==> config.mk <==
export PLATFORM = sky130hd
export DESIGN_NAME = riscv_mem_arbiter
export DESIGN_NICKNAME = d
export VERILOG_FILES = /design/src/rtl/riscv_defines.sv /design/src/rtl/riscv_mem_arbiter_pkg.sv /design/src/rtl/riscv_rr_arb2.sv /design/src/rtl/riscv_mem_arbiter.sv
export SDC_FILE = /design/constraint.sdc
export NUM_CORES = 1
export LEC_CHECK = 0
export ABC_AREA = 1
export BUFFER_PORTS_ARGS = -buffer_cell sky130_fd_sc_hd__buf_2
export CORE_AREA = 2 2 112 114
export DETAILED_ROUTE_END_ITERATION = 16
export DIE_AREA = 0 0 114 116
export PLACE_DENSITY = 0.61
export SLEW_MARGIN = 20
export SYNTH_ARGS = -nofsm -noshare
export SYNTH_HDL_FRONTEND = slang
export SYNTH_SLANG_ARGS = --single-unit
export TNS_END_PERCENT = 20
==> constraint.sdc <==
create_clock -name clk -period 3 [get_ports clk]
set_clock_uncertainty 0.2 [all_clocks]
set_input_delay 0.6 -clock clk [delete_from_list [all_inputs] [get_ports clk]]
set_output_delay 0.6 -clock clk [all_outputs]
set_load 0.03 [all_outputs]
==> src/rtl/riscv_defines.sv <==
// Shared width and arbiter-state defines for the riscv core slice.
`ifndef RISCV_DEFINES_SV
`define RISCV_DEFINES_SV

`ifndef RISCV_ADDR_WIDTH
`define RISCV_ADDR_WIDTH 32
`endif

`ifndef RISCV_WORD_WIDTH
`define RISCV_WORD_WIDTH 32
`endif

// Memory arbiter state encodings, visible to top-level benches.
`define ARB_IDLE   2'd0
`define ARB_BUSY_I 2'd1
`define ARB_BUSY_D 2'd2

`endif

==> src/rtl/riscv_mem_arbiter_pkg.sv <==
// Types and constants shared by the instruction/data memory arbiter.
package riscv_mem_arbiter_pkg;

  // Arbiter FSM state; encodings match the ARB_* defines.
  typedef enum logic [1:0] {
    ARB_S_IDLE   = 2'd0,
    ARB_S_BUSY_I = 2'd1,
    ARB_S_BUSY_D = 2'd2
  } arb_state_e;

  // Bit positions of each requester in the req/gnt vectors.
  localparam int REQ_I = 0;
  localparam int REQ_D = 1;

endpackage

==> src/rtl/riscv_rr_arb2.sv <==
// Combinational two-way round-robin pick: imem is bit 0, dmem is bit 1.
module riscv_rr_arb2
  import riscv_mem_arbiter_pkg::*;
(
  input  logic [1:0] req,
  input  logic       last,   // 1 when dmem was served most recently
  output logic [1:0] gnt
);

  // On a tie the requester not served last wins; otherwise the sole requester.
  always_comb begin
    gnt = 2'b00;
    if (req[REQ_I] && req[REQ_D]) begin
      if (last) gnt[REQ_I] = 1'b1;
      else      gnt[REQ_D] = 1'b1;
    end else begin
      gnt = req;
    end
  end

endmodule

==> src/rtl/riscv_mem_arbiter.sv <==
// Shares one single-port memory between the core's instruction and data
// ports. Grants round-robin, holds a grant until the memory completes, and
// counts stall cycles caused by contention (saturating).
`ifndef RISCV_ADDR_WIDTH
`define RISCV_ADDR_WIDTH 32
`endif
`ifndef RISCV_WORD_WIDTH
`define RISCV_WORD_WIDTH 32
`endif

module riscv_mem_arbiter
  import riscv_mem_arbiter_pkg::*;
#(
  parameter int ADDR_W = `RISCV_ADDR_WIDTH,
  parameter int DATA_W = `RISCV_WORD_WIDTH,
  parameter int CNT_W  = 16
) (
  input  logic                clk,
  input  logic                rst_n,
  input  logic                imem_valid_i,
  output logic                imem_ready_o,
  input  logic [ADDR_W-1:0]   imem_addr_i,
  output logic [DATA_W-1:0]   imem_rdata_o,
  input  logic                dmem_valid_i,
  output logic                dmem_ready_o,
  input  logic [ADDR_W-1:0]   dmem_addr_i,
  input  logic [DATA_W-1:0]   dmem_wdata_i,
  input  logic [DATA_W/8-1:0] dmem_we_i,
  output logic [DATA_W-1:0]   dmem_rdata_o,
  output logic                mem_valid_o,
  input  logic                mem_ready_i,
  output logic [ADDR_W-1:0]   mem_addr_o,
  output logic [DATA_W-1:0]   mem_wdata_o,
  output logic [DATA_W/8-1:0] mem_we_o,
  input  logic [DATA_W-1:0]   mem_rdata_i,
  input  logic                stat_clr_i,
  output logic [CNT_W-1:0]    contention_cnt_o
);

  arb_state_e       r_state;
  arb_state_e       w_state_next;
  logic             r_last_d;
  logic             w_last_d_next;
  logic [CNT_W-1:0] r_cnt;
  logic [1:0]       w_req;
  logic [1:0]       w_gnt;
  logic             w_i_wait;
  logic             w_d_wait;
  logic             w_cnt_inc;

  assign w_req = {dmem_valid_i, imem_valid_i};

  riscv_rr_arb2 u_rr_arb2 (
    .req  (w_req),
    .last (r_last_d),
    .gnt  (w_gnt)
  );

  // Next-state and last-served tracking; the owner's own valid is not looked
  // at on completion because it still belongs to the finished request.
  always_comb begin
    w_state_next  = r_state;
    w_last_d_next = r_last_d;
    case (r_state)
      ARB_S_IDLE: begin
        if (w_gnt[REQ_I])      w_state_next = ARB_S_BUSY_I;
        else if (w_gnt[REQ_D]) w_state_next = ARB_S_BUSY_D;
      end
      ARB_S_BUSY_I: begin
        if (mem_ready_i) begin
          w_last_d_next = 1'b0;
          w_state_next  = dmem_valid_i ? ARB_S_BUSY_D : ARB_S_IDLE;
        end
      end
      ARB_S_BUSY_D: begin
        if (mem_ready_i) begin
          w_last_d_next = 1'b1;
          w_state_next  = imem_valid_i ? ARB_S_BUSY_I : ARB_S_IDLE;
        end
      end
      default: w_state_next = ARB_S_IDLE;
    endcase
  end

  // State and last-served register; dmem counts as served last out of reset
  // so imem wins the first tie.
  always_ff @(posedge clk) begin
    if (!rst_n) begin
      r_state  <= ARB_S_IDLE;
      r_last_d <= 1'b1;
    end else begin
      r_state  <= w_state_next;
      r_last_d <= w_last_d_next;
    end
  end

  // Memory-side mux and ready forwarding; mem_valid_o decodes only the
  // registered state, so no valid input reaches it combinationally.
  always_comb begin
    mem_valid_o  = 1'b0;
    mem_addr_o   = '0;
    mem_wdata_o  = '0;
    mem_we_o     = '0;
    imem_ready_o = 1'b0;
    dmem_ready_o = 1'b0;
    case (r_state)
      ARB_S_BUSY_I: begin
        mem_valid_o  = 1'b1;
        mem_addr_o   = imem_addr_i;
        imem_ready_o = mem_ready_i;
      end
      ARB_S_BUSY_D: begin
        mem_valid_o  = 1'b1;
        mem_addr_o   = dmem_addr_i;
        mem_wdata_o  = dmem_wdata_i;
        mem_we_o     = dmem_we_i;
        dmem_ready_o = mem_ready_i;
      end
      default: ;
    endcase
  end

  // Read data goes to both requesters; only the one seeing ready uses it.
  assign imem_rdata_o = mem_rdata_i;
  assign dmem_rdata_o = mem_rdata_i;

  // A requester is stalled when it is valid, does not own the memory, and is
  // not about to be granted at this edge (from IDLE or by a direct handover).
  always_comb begin
    w_i_wait  = imem_valid_i && (r_state != ARB_S_BUSY_I) && (w_state_next != ARB_S_BUSY_I);
    w_d_wait  = dmem_valid_i && (r_state != ARB_S_BUSY_D) && (w_state_next != ARB_S_BUSY_D);
    w_cnt_inc = w_i_wait || w_d_wait;
  end

  // Saturating contention counter; clear wins over increment.
  always_ff @(posedge clk) begin
    if (!rst_n) begin
      r_cnt <= '0;
    end else if (stat_clr_i) begin
      r_cnt <= '0;
    end else if (w_cnt_inc && (r_cnt != {CNT_W{1'b1}})) begin
      r_cnt <= r_cnt + 1'b1;
    end
  end

  assign contention_cnt_o = r_cnt;

endmodule

Yosys cells after proc, flatten, opt, wreduce, memory -nomap -nowiden
Index checks and enable logic that the tools add are counted.
{"block": "word_totals", "ff_bits": 19, "output_inout_bits": 151, "elab_cells": 45}
{"block": "classes", "addsub": 1, "eq_ne": 9, "mux": 19, "bitwise": 1, "reduce_logical": 12}
{"cell": "one-hot mux 32 bit (2 select lines)", "count": 1}
{"cell": "2-to-1 mux 32 bit", "count": 1}
{"cell": "adder 16 x 1 -> 16 bit, second input constant", "count": 1}
{"cell": "!= test 16 bit, second input constant", "count": 1}
{"cell": "2-to-1 mux 2 bit", "count": 6}
{"cell": "2-to-1 mux 1 bit", "count": 8}
{"cell": "!= test 2 bit, second input constant", "count": 4}
{"cell": "logical AND 1 bit", "count": 6}
{"cell": "one-hot mux 2 bit (3 select lines)", "count": 1}
{"cell": "2-to-1 mux 4 bit", "count": 1}
{"cell": "!= test 2 x 1 -> 1 bit, second input constant", "count": 2}
{"cell": "OR reduction 2 bit", "count": 2}
{"cell": "AND reduction 3 bit", "count": 1}
{"cell": "== test 2 x 1 -> 1 bit, second input constant", "count": 1}
{"cell": "== test 2 bit, second input constant", "count": 1}
{"cell": "logical NOT 2 bit", "count": 1}
{"cell": "one-hot mux 1 bit (2 select lines)", "count": 1}
{"cell": "nonzero test 2 bit", "count": 1}
{"cell": "logical OR 1 bit", "count": 1}
{"cell": "NOT 1 bit", "count": 1}

Longest topological paths before layout
{"block": "depth", "word_depth": 9, "depth_mapped": 15, "ltp_nobuf": 14}

Cells and area by module
From an unflattened synthesis, not the netlist that was laid out.
{"block": "hier_totals", "cells_unflattened": 459, "hier_area_um2": 2534.9}
{"mod": "riscv_mem_arbiter", "n_inst": 1, "cells_per_inst": 454, "area_per_inst_um2": 2513.7, "seq_area_each_um2": 380.4}
{"mod": "riscv_rr_arb2", "n_inst": 1, "cells_per_inst": 5, "area_per_inst_um2": 21.3, "seq_area_each_um2": 0.0}

Worst setup path before layout
OpenSTA, ideal clock, no wires.
{"block": "synth_timing", "kind": "register -> output", "start": "register r_state[1]", "end": "output mem_addr_o[10]", "arrival_time_ns": 1.749, "setup_slack_ns": 0.451, "path_stages_with_launch": 6, "n_path_buf": 1, "cell_sequence": "dfxtp_1 inv_1 ha_1 inv_1 clkbuf_1 a21oi_1"}
{"block": "synth_via", "elab_chain_len": 2, "word_cells_on_any_way": 3, "classes_between": "2 x eq/ne; 1 x mux"}
{"item": "start: declaration", "line_no": "riscv_mem_arbiter.sv:40", "source": "arb_state_e r_state;"}
{"item": "start signal: assignment", "line_no": "riscv_mem_arbiter.sv:92", "source": "r_state <= w_state_next;"}
{"item": "== test 2 bit or == test 2 x 1 -> 1 bit (tied branches)", "line_no": "riscv_mem_arbiter.sv:106", "source": "case (r_state)"}
{"item": "one-hot mux 32 bit (2 select lines) (*)", "line_no": "riscv_mem_arbiter.sv:106"}
{"item": "end: declaration", "line_no": "riscv_mem_arbiter.sv:32", "source": "output logic [ADDR_W-1:0] mem_addr_o,"}
Every way passes the cells marked *; elsewhere a longest branch is shown, timed or not.

Worst setup path after layout
{"block": "layout_timing", "start": "register r_state[1]", "end": "output mem_addr_o[25]"}
The elaborated chain is that of the path after synthesis.

==> qor.yml <==
status:
  status: "completed"
timing:
  hold_viol_final: 0
  holdWs_ns: 0.282
  max_clock_freq_ghz: 0.376
  fin_ws_ns: 0.341
  drv_slew: 0
  setup_tns_ns: 0
  fin_crit_sh_pct: 88.6
  tightest_slew_ns: 0.329
  rsz0062_at_grt: "false"
  slew_headroom_pct: 78.1
  fin_crit_ns: 2.66
  finalSetupViolCount: 0
synth:
  syn_avg_cell_area_um2: 5.45
  ys_warn_count: 0
  synth-seq-area-share_pct: 14.6
  synthDistinctLibCells: 24
  synth-seq-cells: 19
  synthesis.area_um2: 2610
  syn_inst: 479
  synth_nets: 622
critical_path:
  crit_path_end_kind: "primary output"
  crit_chain: "inv_1 > ha_1 > inv_1 > buf_4 > a21oi_1 > buf_2"
  max_stage_delay_ns: 0.43
  crit_top_cell: "inv_1"
  cpMaxStageDelayCell: "dfxtp_1"
  crit_arrival_ns: 1.86
  worstSetupPathType: "reg2out"
  crit_path_start_kind: "flip-flop"
  cp_max_fo: 32
  required_ns: 2.20
clock_tree:
  cts_sinks: 19
  cts_resized: 0
  cts_tree: "built"
  clock_latency_ns: 0.25
  clk_pin_slew_ns: 0.06
  cts-root-buf: "clkbuf_16"
  htreeDepth: 1
  cts_buffers: 3
  ctsHoldBuffers: 0
  cts_buffer_depth: 2
  post-cts-setup-buffer-count: 0
grt:
  grt_overflow_total: 0
  grt_usage_pct: 13.8
  grt_max_degree: 43
  grt_pass1_vias: 2801
  grt.busiest_layer: "met2"
  met2_usage_pct: 22.4
  met1_usage_pct: 17.7
  use_met3_pct: 5.18
  grt_pass1_wl_um: 14400
  antenna_found_initial: 2
detailed_routing:
  drc: 0
  drt_pre_antenna_iters: 4
  drt_first_iter_violations: 136
  via_per_inst: 4.13
  wl_um: 9390
  postRouteAntennaNets: 0
  via_count: 3072
  wl_per_cell_um: 12.6
place:
  place_ws_ns: 0.587
  io_buffer_count: 192
  dp_hpwl_um: 7910
  gp_congestion: 0.849
floorplanning:
  ios: 289
  die_y_um: 116
  rows: 40
  die_area_um2: 13200
  coreArea_um2: 11900
  die_w_um: 114
  start_util_pct: 21.9
run:
  cap_violations: 0
pwr:
  p_total_mw: 1.00
  cellPowerDensity_nw_per_um2: 303
  leakagePower_nw: 2.14
  peakVddDrop_mv: 0.144
final_layout:
  antennaDiodeCount: 0
  drive_gt1_share_pct: 37.5
  final_nets: 741
  area_growth_pct: 26.7
  fill_cells: 1392
hold_path:
  hold_path_class: "reg2reg"
stage by stage:
stage	area (µm²)	util, %	cells
after floorplan	2610	-	479
after global placement	3230	27.1	740
after detailed placement	3230	27.1	740
after CTS	3310	27.8	744
after global routing	3310	27.8	744
final	3310	27.8	744
final cells by class:
cell class,count,area [µm²],share of cell area [%]
Clock inverter,1,5.00,0.151
Inverter,77,289,8.73
Multi-Input combinational cell,300,1350,40.9
Tap cell,147,184,5.56
Clock buffer,3,75.1,2.27
Sequential cell,19,380,11.5
Timing Repair Buffer,197,1020,30.9
routing by layer:
layer  up-vias  wire length, µm
met5         -               27
met4         4              121
met3        14              968
met2       175             4160
met1      1294             4110
li1       1585                -
worst paths after layout:
check / from / endpoint / slack [ns] / cells after the start
min reg2reg: r_last_d / r_last_d / 0.28 / 2
max: r_state[1] / mem_addr_o[25] / 0.34 / 6
max reg2reg: r_state[1] / contention_cnt_o[13] / 0.70 / 15
min: r_last_d / r_last_d / 0.28 / 2
report_power, final:
group | switching, mW | total, mW | internal [mW]
combinational | 0.304 | 0.453 | 0.149
sequential | 0.00778 | 0.267 | 0.260
clock | 0.103 | 0.282 | 0.179
total | 0.415 | 1.00 | 0.587
cells by family after synthesis:
family          count (synthesis)  synth area share [%]
compound gates                 42                  8.05
fa+ha+maj                       5                  2.39
xor+xnor                        1                 0.335
simple gates                  252                  40.9
flops                          19                  14.6
buf+inv                       160                  33.8
synth_stat cells:
master | count | share of area, %
nor2_1 | 48 | 6.9
buf_4 | 64 | 18
nand3_1 | 16 | 3.1
nand3_2 | 1 | 0.38
nand2_4 | 4 | 1.7
o21ai_0 | 1 | 0.19
nand3b_1 | 2 | 0.57
inv_2 | 5 | 0.72
ha_1 | 5 | 2.4
xor2_1 | 1 | 0.34
a21oi_1 | 41 | 7.9
dfxtp_1 | 19 | 15
nand2_1 | 165 | 24
nor3_1 | 4 | 0.77
nor3_2 | 1 | 0.38
nand2_2 | 7 | 1.7
buf_6 | 5 | 2.2
inv_1 | 72 | 10
nor3_4 | 1 | 0.62
nor2_4 | 2 | 0.86
clkbuf_4 | 1 | 0.29
nor2_2 | 1 | 0.24
buf_1 | 2 | 0.29
clkbuf_1 | 11 | 1.6
cell usage in the layout, fill, tap and decap left out, drive strengths merged, types with 2 or more instances in the layout:
cell,instances
ha,5
buf,197
nand2,176
a21oi,41
clkbuf,3
nor2,51
nand3b,2
nor3,6
dfxtp,19
nand3,17
inv,77
worst max-delay path, delay by kind of cell, from the launching register on:
kind / cells / cell delay [ns]
buf+inv: 4 / 0.62
flops: 1 / 0.43
fa+ha+maj: 1 / 0.31
compound gates: 1 / 0.24
state kept, by name, summed over array words and instances (netlist names):
signal,count
r_last_d,1
r_state,2
contention_cnt_o,16
Power figures use the tool's default switching activity.
